===== src/rtl/servo_ramp_ctrl_if.sv =====
// rtl/servo_ramp_ctrl_if.sv - command/frame/status bundle between a PWM front end and servo_ramp_ctrl
//
// Signals:
//   frame_tick   one-cycle pulse at each PWM period wrap (driven by master)
//   cmd_valid    target-width command present (driven by master)
//   cmd_width    requested pulse width in clk cycles, 20 bits (driven by master)
//   cmd_ready    ramp controller can take a command (driven by slave)
//   pulse_width  registered width for the PWM comparator, 20 bits (driven by slave)
//   busy         ramp in progress (driven by slave)
//   done         one-cycle pulse when the target is reached (driven by slave)
// Modports: master = command source / PWM stage, slave = servo_ramp_ctrl.

interface servo_ramp_ctrl_if;
    logic        frame_tick;
    logic        cmd_valid;
    logic [19:0] cmd_width;
    logic        cmd_ready;
    logic [19:0] pulse_width;
    logic        busy;
    logic        done;

    modport master (
        output frame_tick,
        output cmd_valid,
        output cmd_width,
        input  cmd_ready,
        input  pulse_width,
        input  busy,
        input  done
    );

    modport slave (
        input  frame_tick,
        input  cmd_valid,
        input  cmd_width,
        output cmd_ready,
        output pulse_width,
        output busy,
        output done
    );
endinterface


===== src/rtl/servo_ramp_ctrl.sv =====
// rtl/servo_ramp_ctrl.sv - frame-synchronous slew-limited servo pulse-width controller
//
// Ports:
//   clk    system clock, all state on its rising edge
//   rst_n  asynchronous active-low reset
//   bus    servo_ramp_ctrl_if.slave: frame_tick, cmd_valid/cmd_width/cmd_ready in,
//          pulse_width/busy/done out
// A command is taken in IDLE, its width clamped to [MIN_W, MAX_W] and latched as the
// target. In RAMP, pulse_width moves at most STEP per frame_tick toward the target and
// only on frame_tick, so the PWM stage never sees a mid-frame change.

module servo_ramp_ctrl #(
    parameter int unsigned MIN_W     = 11200,
    parameter int unsigned NEUTRAL_W = 40350,
    parameter int unsigned MAX_W     = 69500,
    parameter int unsigned STEP      = 1000
) (
    input  logic                 clk,
    input  logic                 rst_n,
    servo_ramp_ctrl_if.slave     bus
);

    localparam logic [19:0] MIN_V     = 20'(MIN_W);
    localparam logic [19:0] NEUTRAL_V = 20'(NEUTRAL_W);
    localparam logic [19:0] MAX_V     = 20'(MAX_W);
    localparam logic [19:0] STEP_V    = 20'(STEP);

    typedef enum logic {
        IDLE = 1'b0,
        RAMP = 1'b1
    } state_t;

    state_t      state_q, state_d;
    logic [19:0] target_q, target_d;
    logic [19:0] width_q, width_d;
    logic        done_q, done_d;

    logic [19:0] clamped;
    logic        going_up;
    logic [19:0] distance;

    // Clamp the incoming request; target then always lies inside the legal window.
    always_comb begin
        if (bus.cmd_width < MIN_V) begin
            clamped = MIN_V;
        end else if (bus.cmd_width > MAX_V) begin
            clamped = MAX_V;
        end else begin
            clamped = bus.cmd_width;
        end
    end

    // Subtract the smaller from the larger so the distance never wraps.
    assign going_up = (target_q > width_q);
    assign distance = going_up ? (target_q - width_q) : (width_q - target_q);

    always_comb begin
        state_d  = state_q;
        target_d = target_q;
        width_d  = width_q;
        done_d   = 1'b0;
        unique case (state_q)
            IDLE: begin
                // frame_tick is ignored here; an accepted command never moves the
                // width on its own edge, even if a tick coincides.
                if (bus.cmd_valid) begin
                    target_d = clamped;
                    state_d  = RAMP;
                end
            end
            RAMP: begin
                // cmd_valid is not looked at: commands during a ramp are dropped.
                if (bus.frame_tick) begin
                    if (distance > STEP_V) begin
                        // Target is inside [MIN_W, MAX_W] and more than STEP away,
                        // so a full step cannot overshoot or leave the window.
                        width_d = going_up ? (width_q + STEP_V) : (width_q - STEP_V);
                    end else begin
                        width_d = target_q;
                        state_d = IDLE;
                        done_d  = 1'b1;
                    end
                end
            end
            default: begin
                state_d = IDLE;
            end
        endcase
    end

    always_ff @(posedge clk or negedge rst_n) begin
        if (!rst_n) begin
            state_q  <= IDLE;
            target_q <= NEUTRAL_V;
            width_q  <= NEUTRAL_V;
            done_q   <= 1'b0;
        end else begin
            state_q  <= state_d;
            target_q <= target_d;
            width_q  <= width_d;
            done_q   <= done_d;
        end
    end

    // done is set on the completing RAMP edge, which can never be an accepting edge.
    assign bus.cmd_ready   = (state_q == IDLE);
    assign bus.busy        = (state_q == RAMP);
    assign bus.pulse_width = width_q;
    assign bus.done        = done_q;

endmodule


===== src/flat_wrapper.sv =====
// flat-port wrapper written by rule: the top's interface ports become plain ports
module servo_ramp_ctrl_flat 
#(
    parameter int unsigned MIN_W     = 11200,
    parameter int unsigned NEUTRAL_W = 40350,
    parameter int unsigned MAX_W     = 69500,
    parameter int unsigned STEP      = 1000
)
  (clk, rst_n, bus_frame_tick, bus_cmd_valid, bus_cmd_width, bus_cmd_ready, bus_pulse_width, bus_busy, bus_done);
  servo_ramp_ctrl_if bus_i ();
  input  logic clk;
  input  logic rst_n;
  input wire logic [$bits(bus_i.frame_tick)-1:0] bus_frame_tick;
  input wire logic [$bits(bus_i.cmd_valid)-1:0] bus_cmd_valid;
  input wire logic [$bits(bus_i.cmd_width)-1:0] bus_cmd_width;
  output wire logic [$bits(bus_i.cmd_ready)-1:0] bus_cmd_ready;
  output wire logic [$bits(bus_i.pulse_width)-1:0] bus_pulse_width;
  output wire logic [$bits(bus_i.busy)-1:0] bus_busy;
  output wire logic [$bits(bus_i.done)-1:0] bus_done;
  assign bus_i.frame_tick = bus_frame_tick;
  assign bus_i.cmd_valid = bus_cmd_valid;
  assign bus_i.cmd_width = bus_cmd_width;
  assign bus_cmd_ready = bus_i.cmd_ready;
  assign bus_pulse_width = bus_i.pulse_width;
  assign bus_busy = bus_i.busy;
  assign bus_done = bus_i.done;
  servo_ramp_ctrl #(.MIN_W(MIN_W), .NEUTRAL_W(NEUTRAL_W), .MAX_W(MAX_W), .STEP(STEP)) u_core (.clk(clk), .rst_n(rst_n), .bus(bus_i));
endmodule

===== config.mk =====
export PLATFORM = sky130hd
export DESIGN_NAME = servo_ramp_ctrl_flat
export DESIGN_NICKNAME = d
export VERILOG_FILES = /design/src/rtl/servo_ramp_ctrl_if.sv /design/src/rtl/servo_ramp_ctrl.sv /design/src/flat_wrapper.sv
export SDC_FILE = /design/constraint.sdc
export NUM_CORES = 1
export LEC_CHECK = 0
export CAP_MARGIN = 40
export CORE_MARGIN = 1.5
export CORE_UTILIZATION = 50
export CTS_CLUSTER_SIZE = 14
export DETAILED_ROUTE_END_ITERATION = 6
export PLACE_DENSITY_LB_ADDON = 0.15
export SLEW_MARGIN = 10
export SYNTH_ARGS = -nofsm -noshare
export SYNTH_HDL_FRONTEND = slang
export SYNTH_SLANG_ARGS = --single-unit

===== constraint.sdc =====
create_clock -name clk -period 6.4 [get_ports clk]
set_input_delay 1.28 -clock clk [delete_from_list [all_inputs] [get_ports clk]]
set_output_delay 1.28 -clock clk [all_outputs]
set_load 0.02 [all_outputs]

After elaboration in Yosys (flattened, before gate mapping)
Index checks and enable logic that the tools add are counted.
{ "totals": {"in_bits": 24, "elab_cells": 27, "reg_bits": 42, "output_inout_bits": 23} }
{ "op_classes": {"mux": 12, "bitwise": 1, "reduce_logical": 2, "n_lt_le_gt_ge": 4, "add_sub_neg": 4} }
{ "ops": {"columns": ["operator", "count"], "rows": [
  ["20-bit 2-to-1 mux", 5],
  ["20-bit subtractor", 2],
  ["20-bit by 10-bit adder with 20-bit output, second input constant", 1],
  ["20-bit by 10-bit > comparator with 1-bit output, second input constant", 1],
  ["20-bit by 17-bit > comparator with 1-bit output, second input constant", 1],
  ["20-bit > comparator", 1],
  ["20-bit by 14-bit less-than comparator with 1-bit output, second input constant", 1],
  ["20-bit by 10-bit subtractor with 20-bit output, second input constant", 1],
  ["1-bit 2-to-1 mux", 6],
  ["2-bit AND reduction", 2],
  ["1-bit case mux with 2 select lines", 1],
  ["1-bit inverter", 1]
]} }

Longest topological paths before layout
Gate-level depths: netlist of run 1.
{ "depth": {"word_depth": 6, "mapped_depth": 21, "mapped_depth_nobuf": 21} }

Worst setup path before layout of run 1
No wires, ideal clock.
{ "synth_path": {"path_kind": "flip-flop to flip-flop", "from": "register u_core.width_q[3] (netlist: u_core.bus.pulse_width[3])", "to": "register u_core.width_q[18] (netlist: u_core.bus.pulse_width[18])", "arrival_ps": 4747, "period_less_slack_ps": 4835, "setup_ps": 87, "stages_incl_launch_ff": 22, "setup_slack_ps": 1565, "required_time_ps": 6313, "n_path_buf": 2, "cell_sequence": "dfstp_2 -> inv_1 -> ha_1 -> clkbuf_1 -> o211a_1 -> o31ai_2 -> a21oi_1 -> a21oi_1 -> o21a_1 -> buf_4 -> ha_1 -> a21o_1 -> a21o_1 -> a2111oi_0 -> nor3_1 -> a41o_1 -> o41ai_1 -> o211ai_1 -> a21oi_1 -> xnor2_1 -> nand2b_1 -> a22oi_1"} }
{ "synth_between": {"elab_chain_len": 4} }
{ "synth_rtl": {"columns": ["item", "line_no", "rtl"], "rows": [
  ["start: declaration", "servo_ramp_ctrl.sv:35", "logic [19:0] width_q, width_d;"],
  ["start signal: assignment", "servo_ramp_ctrl.sv:100", "width_q <= width_d;"],
  ["20-bit subtractor / 20-bit > comparator (equally long branches)", "servo_ramp_ctrl.sv:55, servo_ramp_ctrl.sv:54", null],
  ["20-bit 2-to-1 mux", "servo_ramp_ctrl.sv:55", "assign distance = going_up ? (target_q - width_q) : (width_q - target_q);"],
  ["20-bit by 10-bit > comparator with 1-bit output", "servo_ramp_ctrl.sv:74", "if (distance > STEP_V) begin"],
  ["20-bit 2-to-1 mux (*)", "servo_ramp_ctrl.sv:74", null]
]} }
Every way passes the cells marked *; elsewhere a longest branch is shown, timed or not.
A chain may end at the register's enable or synchronous reset.

Worst setup path after layout of run 1
{ "layout_path": {"from": "register u_core.width_q[11] (netlist: u_core.bus.pulse_width[11])", "to": "register u_core.width_q[19] (netlist: u_core.bus.pulse_width[19])"} }
Same word-level chain as after synthesis.

==> results.json, run 1 <==
{
  "via_per_inst": 6.13,
  "synthArstFlopShare_pct": 100,
  "die_h_um": 99.7,
  "dr_wl_met3_um": 824,
  "slew_violations": 0,
  "path_max_fanout": 10,
  "hold_path_class": "flip-flop to flip-flop",
  "cp_slowest_stage_delay_ns": 0.58,
  "wire_per_inst_um": 18.4,
  "fin_crit_ns": 5.30,
  "synth_top_area_share_pct": 14.5,
  "cts_hold_buf": 0,
  "max_slew.worst_pin.slew_ns": 0.635,
  "synth_area_leaders": "ha_1, dfrtp_1, dfstp_2",
  "ioPinCount": 47,
  "worstRegToRegCells": 20,
  "reg2reg_from": "u_core.bus.pulse_width[11]",
  "hold_viol": 0,
  "clock_skew_ns": 0.0107,
  "yosysTopAreaCell": "ha_1",
  "ant_nets": 0,
  "routabilityCongestion": 0.983,
  "r2r_setup_slack_ns": 1.10,
  "vias": 4514,
  "ys_warn_count": 0,
  "synth.most_common_cell": "nand2_1",
  "fin_cells": 736,
  "yosysUniqueCellTypes": 63,
  "synth_ff_type": "dfrtp_1",
  "maxCapViolations": 0,
  "postCtsSetupRepairBufs": 0,
  "numCtsBuffers": 5,
  "final_layout_size_suffix_gt1_share_pct": 6.88,
  "syn_nets": 670,
  "clk_latency_ns": 0.30,
  "rows": 35,
  "slew_headroom_pct": 57.4,
  "finalCritPeriodShare_pct": 82.8,
  "post_dp_cell_area_sq_um": 5220,
  "synth_edf_count": 0,
  "finalSetupTns_ns": 0,
  "peakVddDrop_mv": 0.248,
  "startpoint": "u_core.bus.pulse_width[11]",
  "hpwl_mm": 10.9,
  "critPathKind": "flip-flop to flip-flop",
  "finalInstanceArea_sq_um": 5360,
  "clock_path_buffers": 2,
  "crit_chain": "inv_1, ha_1, a21oi_1, o21ai_0, a221o_1, a21oi_1, o21a_1, inv_1, ha_1, nor2b_1, o21a_1, o21ai_0, a211o_1, a31oi_1, a211o_1, a21oi_1, xnor2_1, or3_1, a21oi_1, a221o_1",
  "rsz0062_at_grt": "false",
  "core-area_sq_um": 9150,
  "synth_area_sq_um": 4670,
  "layout.nets": 705,
  "wl_met2_mm": 5.96,
  "synth_seq_area_share_pct": 23.0,
  "grt_pass1_vias": 4230,
  "setup_viol": 0,
  "drtIter0Drc": 250,
  "required_ns": 6.65,
  "crit_arrival_ns": 5.55,
  "grt_antenna_before_repair": 0,
  "hold_path_end": "u_core.bus.pulse_width[11]",
  "synth.cells.most_frequent": "nand2_1, ha_1, inv_1, a21oi_1, nor2_1",
  "grtUsageTotal_pct": 27.9,
  "avgSynthCellArea_sq_um": 7.93,
  "netlist_instances": 589,
  "min_from": "u_core.bus.pulse_width[11]",
  "power_mw": 3.07,
  "hold_path_depth": 2,
  "start_util_pct": 51.0,
  "outcome": "finished clean",
  "grt_pass1_wl_mm": 21.8,
  "dp_cells": 728,
  "clock.fmax_mhz": 189,
  "cts_tree": "done",
  "grt_max_degree": 34,
  "htreeDepth": 2,
  "critPathSlowestCell": "dfstp_2",
  "clk_pin_slew_ns": 0.09,
  "crit_top_cell": "a21oi_1",
  "antenna_cells": 0,
  "wl_met1_mm": 6.53,
  "io_buffers": 46,
  "powerDensity_nw_per_um2": 573,
  "r2r-end": "u_core.bus.pulse_width[19]",
  "area_delta_synth_final_pct": 14.8,
  "fp.dieW_um": 99.7,
  "clockRootBuffer": "clkbuf_8",
  "end_kind": "flip-flop",
  "drc_errors": 0,
  "drt_wl_total_mm": 13.5,
  "grt_remaining_overflow": 0,
  "utilization_pct": 58.6,
  "top_layer": "met4",
  "dieArea_sq_um": 9930,
  "ctsResizeCount": 0,
  "p_leak_nw": 2.40,
  "dr.pass1.iters": 5,
  "worstSetupStartpointType": "flip-flop",
  "clock-sinks": 42,
  "synth_seq_cells": 42
}
cells by family (layout without fill, tap and decap cells):
family | count (synthesis) | in the layout | share of synthesized area, %
AOI/OAI and AO/OA | 181 | 181 | 25.0
xor gates and xnor gates | 31 | 31 | 5.81
adders and majority gates | 57 | 57 | 15.8
buffers and inverters | 75 | 111 | 6.48
DFF | 42 | 42 | 23.0
muxes | 28 | 28 | 6.05
and+or+nand+nor | 175 | 175 | 17.9
cells in the final DEF, fill, tap and decap left out, types with 7 or more instances in the layout:
| master | instances |
|---|---|
| mux2i_1 | 26 |
| dfrtp_1 | 22 |
| o22ai_1 | 8 |
| ha_1 | 54 |
| clkdlybuf4s50_1 | 45 |
| and3_1 | 7 |
| nor2_1 | 48 |
| nand3_1 | 10 |
| a21oi_1 | 50 |
| xnor2_1 | 22 |
| inv_1 | 51 |
| dfstp_2 | 20 |
| xor2_1 | 9 |
| o21a_1 | 12 |
| nand4_1 | 7 |
| o21ai_0 | 40 |
| nand2_1 | 55 |
| nor3_1 | 10 |
| nor2b_1 | 11 |
| a21o_1 | 11 |
| a211oi_1 | 8 |
state kept, by name (all words and copies together) (netlist names):
register                cells
u_core.bus.done             1
u_core.target_q            20
u_core.bus.busy             1
u_core.bus.pulse_width     20
critical path, delay by kind of cell (launching register included):
kind / cells / cell delay (ns)
AO/OA/AOI/OAI: 13 / 3.00
adder cells (fa/ha/maj): 2 / 0.77
flip-flops: 1 / 0.58
AND/OR/NAND/NOR: 2 / 0.46
buffers and inverters: 2 / 0.28
XOR/XNOR: 1 / 0.14
how the worst max path moves through the flow:
stage,to,slack (ns)
3_3_place_gp,u_core.bus.pulse_width[19],1.38
3_5_place_dp,u_core.bus.pulse_width[18],1.24
5_1_grt,u_core.bus.pulse_width[16],0.67
4_1_cts,u_core.bus.pulse_width[16],1.20
2_1_floorplan,u_core.bus.pulse_width[18],1.57
6_report,u_core.bus.pulse_width[19],1.10
layout make-up:
type	count	area [sq um]
clock buffer	5	68.8
clock inverter	3	68.8
fill	835	3790
inverter	51	191
multi-input combinational	472	3300
sequential	42	1080
tap	111	139
timing repair buffer	52	513
routing by layer:
| metal | track usage [%] | up-vias |
|---|---|---|
| met4 | 8.34 | 0 |
| li1 | - | 2184 |
| met5 | 0 | - |
| met2 | 41.5 | 164 |
| met1 | 41.7 | 2150 |
| met3 | 4.15 | 16 |
through the flow:
step	worst slack [ns]	hold slack, ns
2_1_floorplan	1.57	0.473
3_3_place_gp	1.38	0.492
3_5_place_dp	1.24	0.507
4_1_cts	1.20	0.521
5_1_grt	0.669	0.534
6_report	1.10	0.517
power by group:
| part | total (mW) | internal, mW | switching [mW] | leakage [nW] |
|---|---|---|---|---|
| clock | 0.263 | 0.157 | 0.107 | 0.0683 |
| combinational | 2.30 | 0.964 | 1.33 | 1.86 |
| sequential | 0.510 | 0.390 | 0.119 | 0.468 |
Power figures use the tool's default switching activity.
==> run 2: changes to the inputs <==
Clock period 6.4 ns to 5.4 ns, I/O delays scaled along.
==> results.json, run 2 (synthesized netlist as in run 1, its figures left out) <==
{
  "final_layout_size_suffix_gt1_share_pct": 7.34,
  "ant_nets": 0,
  "finalSetupTns_ns": 0,
  "die_h_um": 99.7,
  "clock-sinks": 42,
  "layout_commonest_cell": "nand2_1",
  "vias": 4517,
  "cp_slowest_stage_delay_ns": 0.58,
  "grt_max_degree": 34,
  "hold_path_class": "flip-flop to flip-flop",
  "dr.pass1.iters": 4,
  "p_leak_nw": 2.41,
  "grt_pass1_vias": 4313,
  "io_buffers": 46,
  "layout.nets": 707,
  "hpwl_mm": 11.4,
  "ioPinCount": 47,
  "wire_per_inst_um": 19.4,
  "clk_latency_ns": 0.30,
  "drtIter0Drc": 283,
  "fin_crit_ns": 5.10,
  "grt_pass1_wl_mm": 22.6,
  "path_max_fanout": 9,
  "setup_viol": 0,
  "antenna_cells": 0,
  "clockRootBuffer": "clkbuf_8",
  "grt_antenna_before_repair": 0,
  "grtUsageTotal_pct": 29.0,
  "core-area_sq_um": 9150,
  "fp.dieW_um": 99.7,
  "dieArea_sq_um": 9930,
  "grt_remaining_overflow": 0,
  "maxCapViolations": 0,
  "rsz0062_at_grt": "false",
  "critPathSlowestCell": "dfstp_2",
  "end_kind": "flip-flop",
  "startpoint": "u_core.bus.pulse_width[11]",
  "slew_headroom_pct": 60.9,
  "crit_arrival_ns": 5.29,
  "finalInstanceArea_sq_um": 5380,
  "routabilityCongestion": 0.942,
  "worstSetupStartpointType": "flip-flop",
  "powerDensity_nw_per_um2": 676,
  "clock_skew_ns": 0.0110,
  "numCtsBuffers": 5,
  "rows": 35,
  "hold_viol": 0,
  "fillCellCount": 841,
  "final_cell_mix": "nand2_1, ha_1, inv_1, a21oi_1, nor2_1",
  "outcome": "finished clean",
  "min_from": "u_core.bus.pulse_width[10]",
  "crit_top_cell": "a21oi_1",
  "cts_tree": "done",
  "cts_hold_buf": 0,
  "reg2reg_from": "u_core.bus.pulse_width[11]",
  "via_per_inst": 6.12,
  "peakVddDrop_mv": 0.406,
  "drc_errors": 0,
  "critical_path_buf_inv_count": 3,
  "required_ns": 5.60,
  "start_util_pct": 51.0,
  "max_slew.worst_pin.slew_ns": 0.586,
  "clock.fmax_mhz": 196,
  "clk_pin_slew_ns": 0.09,
  "area_delta_synth_final_pct": 15.1,
  "clock_path_buffers": 2,
  "post_dp_cell_area_sq_um": 5260,
  "critPathKind": "flip-flop to flip-flop",
  "drt_wl_total_mm": 14.3,
  "htreeDepth": 2,
  "cp_top_family": "compound AO/OA/AOI/OAI gates",
  "finalCritPeriodShare_pct": 94.4,
  "crit_chain": "inv_1, ha_1, a21oi_1, o21ai_0, a221o_1, a21oi_1, o21a_1, inv_1, buf_4, fa_1, nor2b_1, o21a_1, o21ai_0, a211o_1, a31oi_1, a211o_1, a21oi_1, xnor2_1, or3_1, a21oi_1, a221o_1",
  "slew_violations": 0
}
==> run 2: worst paths after layout <==
check	to	slack, ns	depth (start not counted)
setup reg to reg	u_core.bus.pulse_width[19]	0.30	21
min in group asynchronous	u_core.target_q[6]	0.73	1
max in group asynchronous	u_core.target_q[15]	4.10	2
hold reg to reg	u_core.bus.pulse_width[10]	0.52	2
setup / recovery	u_core.bus.pulse_width[19]	0.30	21
hold / removal	u_core.bus.pulse_width[10]	0.52	2
==> run 2: metrics by stage <==
step	instances	setup WS [ns]	utilization, %	hold WS [ns]	total power, mW
6_report	738	0.305	58.8	0.515	3.64
5_1_grt	738	0.0614	58.8	0.550	3.93
4_1_cts	738	0.373	58.7	0.517	3.59
3_5_place_dp	730	0.449	57.4	0.505	3.31
3_3_place_gp	729	0.524	57.1	0.497	3.27
2_1_floorplan	589	0.565	-	0.473	2.56
==> run 2: area by class of cell <==
| cell class | count | area (sq um) | area share, % |
|---|---|---|---|
| Timing Repair Buffer | 54 | 548 | 10.2 |
| Inverter | 51 | 191 | 3.56 |
| Sequential cell | 42 | 1080 | 20.0 |
| Clock inverter | 3 | 43.8 | 0.814 |
| Tap cell | 111 | 139 | 2.58 |
| Clock buffer | 5 | 68.8 | 1.28 |
| Multi-Input combinational cell | 472 | 3310 | 61.6 |
==> run 2: power by group <==
group          switching (mW)  internal (mW)  total, mW
clock network           0.118          0.139      0.256
registers               0.143          0.463      0.606
logic                    1.61           1.16       2.77
==> run 2: routing by layer <==
layer | up-vias | part of all wire (%) | track usage, %
met5 | - | 0 | 0
met4 | 0 | 1.5 | 7.15
met3 | 16 | 6.1 | 4.15
met2 | 161 | 44 | 45.0
met1 | 2157 | 48 | 42.4
li1 | 2183 | - | -
==> run 2: repair_timing <==
item                                    CTS  global route
resized for setup                         0             1
endpoints found under the setup margin    0             1
buffers inserted                          0             0
==> run 2: worst reg2reg max path: stages, from the launching register on <==
cell     delay (ns)
dfstp_2        0.58
inv_1          0.06
ha_1           0.38
a21oi_1        0.21
o21ai_0        0.15
a221o_1        0.35
a21oi_1        0.26
o21a_1         0.25
inv_1          0.07
buf_4          0.20
fa_1           0.41
nor2b_1        0.13
o21a_1         0.14
o21ai_0        0.16
a211o_1        0.33
a31oi_1        0.33
a211o_1        0.20
a21oi_1        0.10
xnor2_1        0.26
or3_1          0.15
a21oi_1        0.06
a221o_1        0.25
==> run 3: changes to the inputs <==
Settings changed: PLACE_DENSITY set to 0.82, PLACE_DENSITY_LB_ADDON 0.15 to unset.
==> results.json, run 3 (synthesized netlist as in run 1, its figures left out) <==
{
  "outcome": "finished clean",
  "crit_arrival_ns": 5.31,
  "fin_crit_ns": 5.06,
  "worstSetupStartpointType": "flip-flop",
  "grt_max_degree": 35,
  "busiest_layer": "met2",
  "clk_pin_slew_ns": 0.09,
  "slew_violations": 0,
  "start_util_pct": 51.0,
  "peakVddDrop_mv": 0.454,
  "final_layout_size_suffix_gt1_share_pct": 7.50,
  "slew_headroom_pct": 58.5,
  "via_per_inst": 6.20,
  "vias": 4573,
  "hold_path_class": "flip-flop to flip-flop",
  "path_max_fanout": 9,
  "rows": 35,
  "final_cell_mix": "nand2_1, ha_1, inv_1, a21oi_1, nor2_1",
  "cts_tree": "done",
  "drt_wl_total_mm": 13.4,
  "end_kind": "flip-flop",
  "hold_viol": 0,
  "clock-sinks": 42,
  "area_delta_synth_final_pct": 14.8,
  "grt_remaining_overflow": 0,
  "drc_errors": 0,
  "ctsResizeCount": 0,
  "grtUsageTotal_pct": 27.5,
  "grt_util_met1_pct": 37.6,
  "finalSetupTns_ns": 0,
  "critPathKind": "flip-flop to flip-flop",
  "ant_nets": 0,
  "wire_per_inst_um": 18.1,
  "rsz0062_at_grt": "false",
  "clock_skew_ns": 0.0128,
  "clock.fmax_mhz": 197,
  "grt_pass1_wl_mm": 21.8,
  "die_h_um": 99.7,
  "dr.pass1.iters": 5,
  "io_buffers": 46,
  "htreeDepth": 2,
  "required_ns": 5.65,
  "layout.nets": 707,
  "fp.dieW_um": 99.7,
  "clk_latency_ns": 0.31,
  "met2_usage_pct": 44.8,
  "clockRootBuffer": "clkbuf_8",
  "p_leak_nw": 2.40,
  "grt_pass1_vias": 4360,
  "routabilityCongestion": 1.01,
  "layout_commonest_cell": "nand2_1",
  "finalCritPeriodShare_pct": 93.8,
  "hpwl_mm": 10.8,
  "setup_viol": 0,
  "cts_hold_buf": 0,
  "setup_slack_ns": 0.336,
  "fillCellCount": 771,
  "powerDensity_nw_per_um2": 668,
  "clock_path_buffers": 2,
  "dieArea_sq_um": 9930,
  "antenna_cells": 0,
  "grt_util_met3_pct": 2.74,
  "register_area_sq_um": 1080,
  "maxCapViolations": 0,
  "numCtsBuffers": 5,
  "max_slew.worst_pin.slew_ns": 0.614,
  "grt_antenna_before_repair": 0,
  "ioPinCount": 47,
  "postCtsSetupRepairBufs": 0,
  "drtIter0Drc": 310,
  "core-area_sq_um": 9150,
  "multi_input_area_sq_um": 3310,
  "place_ws_ns": 0.417
}
-- run 3: cell type report --
| cell class | count | share of cell area [%] |
|---|---|---|
| Inverter | 51 | 3.57 |
| Tap cell | 111 | 2.59 |
| Clock buffer | 5 | 1.28 |
| Timing Repair Buffer | 54 | 10.2 |
| Multi-Input combinational cell | 472 | 61.8 |
| Sequential cell | 42 | 20.1 |
| Clock inverter | 3 | 0.490 |
-- run 3: critical path, cell delays in order, from the launching register on --
cell and delay (ns):
dfrtp_1 0.49, inv_1 0.08, ha_1 0.42, a21oi_1 0.24, o21ai_0 0.14, a221o_1 0.34, a21oi_1 0.25, o21a_1 0.25
inv_1 0.08, buf_4 0.19, ha_1 0.34, o21a_1 0.13, o21ai_0 0.34, a211o_1 0.23, a31oi_2 0.13, a211o_1 0.29
a21oi_1 0.32, xnor2_1 0.14, or3_1 0.32, a21oi_1 0.15, a221o_1 0.14
-- run 3: path summary, 6_finish.rpt --
kind	startpoint	to	slack, ns	cells after the start
setup / recovery	u_core.bus.pulse_width[9]	u_core.bus.pulse_width[19]	0.34	20
hold / removal	u_core.target_q[7]	u_core.target_q[7]	0.51	2
setup reg to reg	u_core.bus.pulse_width[9]	u_core.bus.pulse_width[19]	0.34	20
hold reg to reg	u_core.target_q[7]	u_core.target_q[7]	0.51	2
max in group asynchronous	rst_n	u_core.target_q[11]	4.25	2
min in group asynchronous	rst_n	u_core.bus.pulse_width[16]	0.63	1
-- run 3: per-stage QoR --
stage	power (mW)	hold slack (ns)	area [sq um]	std cells	util, %
2_1_floorplan	2.56	0.473	4670	589	-
3_3_place_gp	3.21	0.492	5210	728	56.9
3_5_place_dp	3.29	0.501	5260	730	57.4
4_1_cts	3.53	0.516	5350	738	58.5
5_1_grt	3.89	0.545	5360	738	58.6
6_report	3.58	0.515	5360	738	58.6
-- run 3: report_power, final --
group / internal [mW] / switching, mW / total (mW)
clock network: 0.0961 / 0.126 / 0.222
registers: 0.462 / 0.140 / 0.603
logic: 1.16 / 1.60 / 2.76
-- run 3: routing by layer --
layer / vias up / wire [um]
met3: 29 / 839
met2: 191 / 6350
li1: 2188 / -
met5: - / 0
met4: 0 / 325
met1: 2165 / 5860
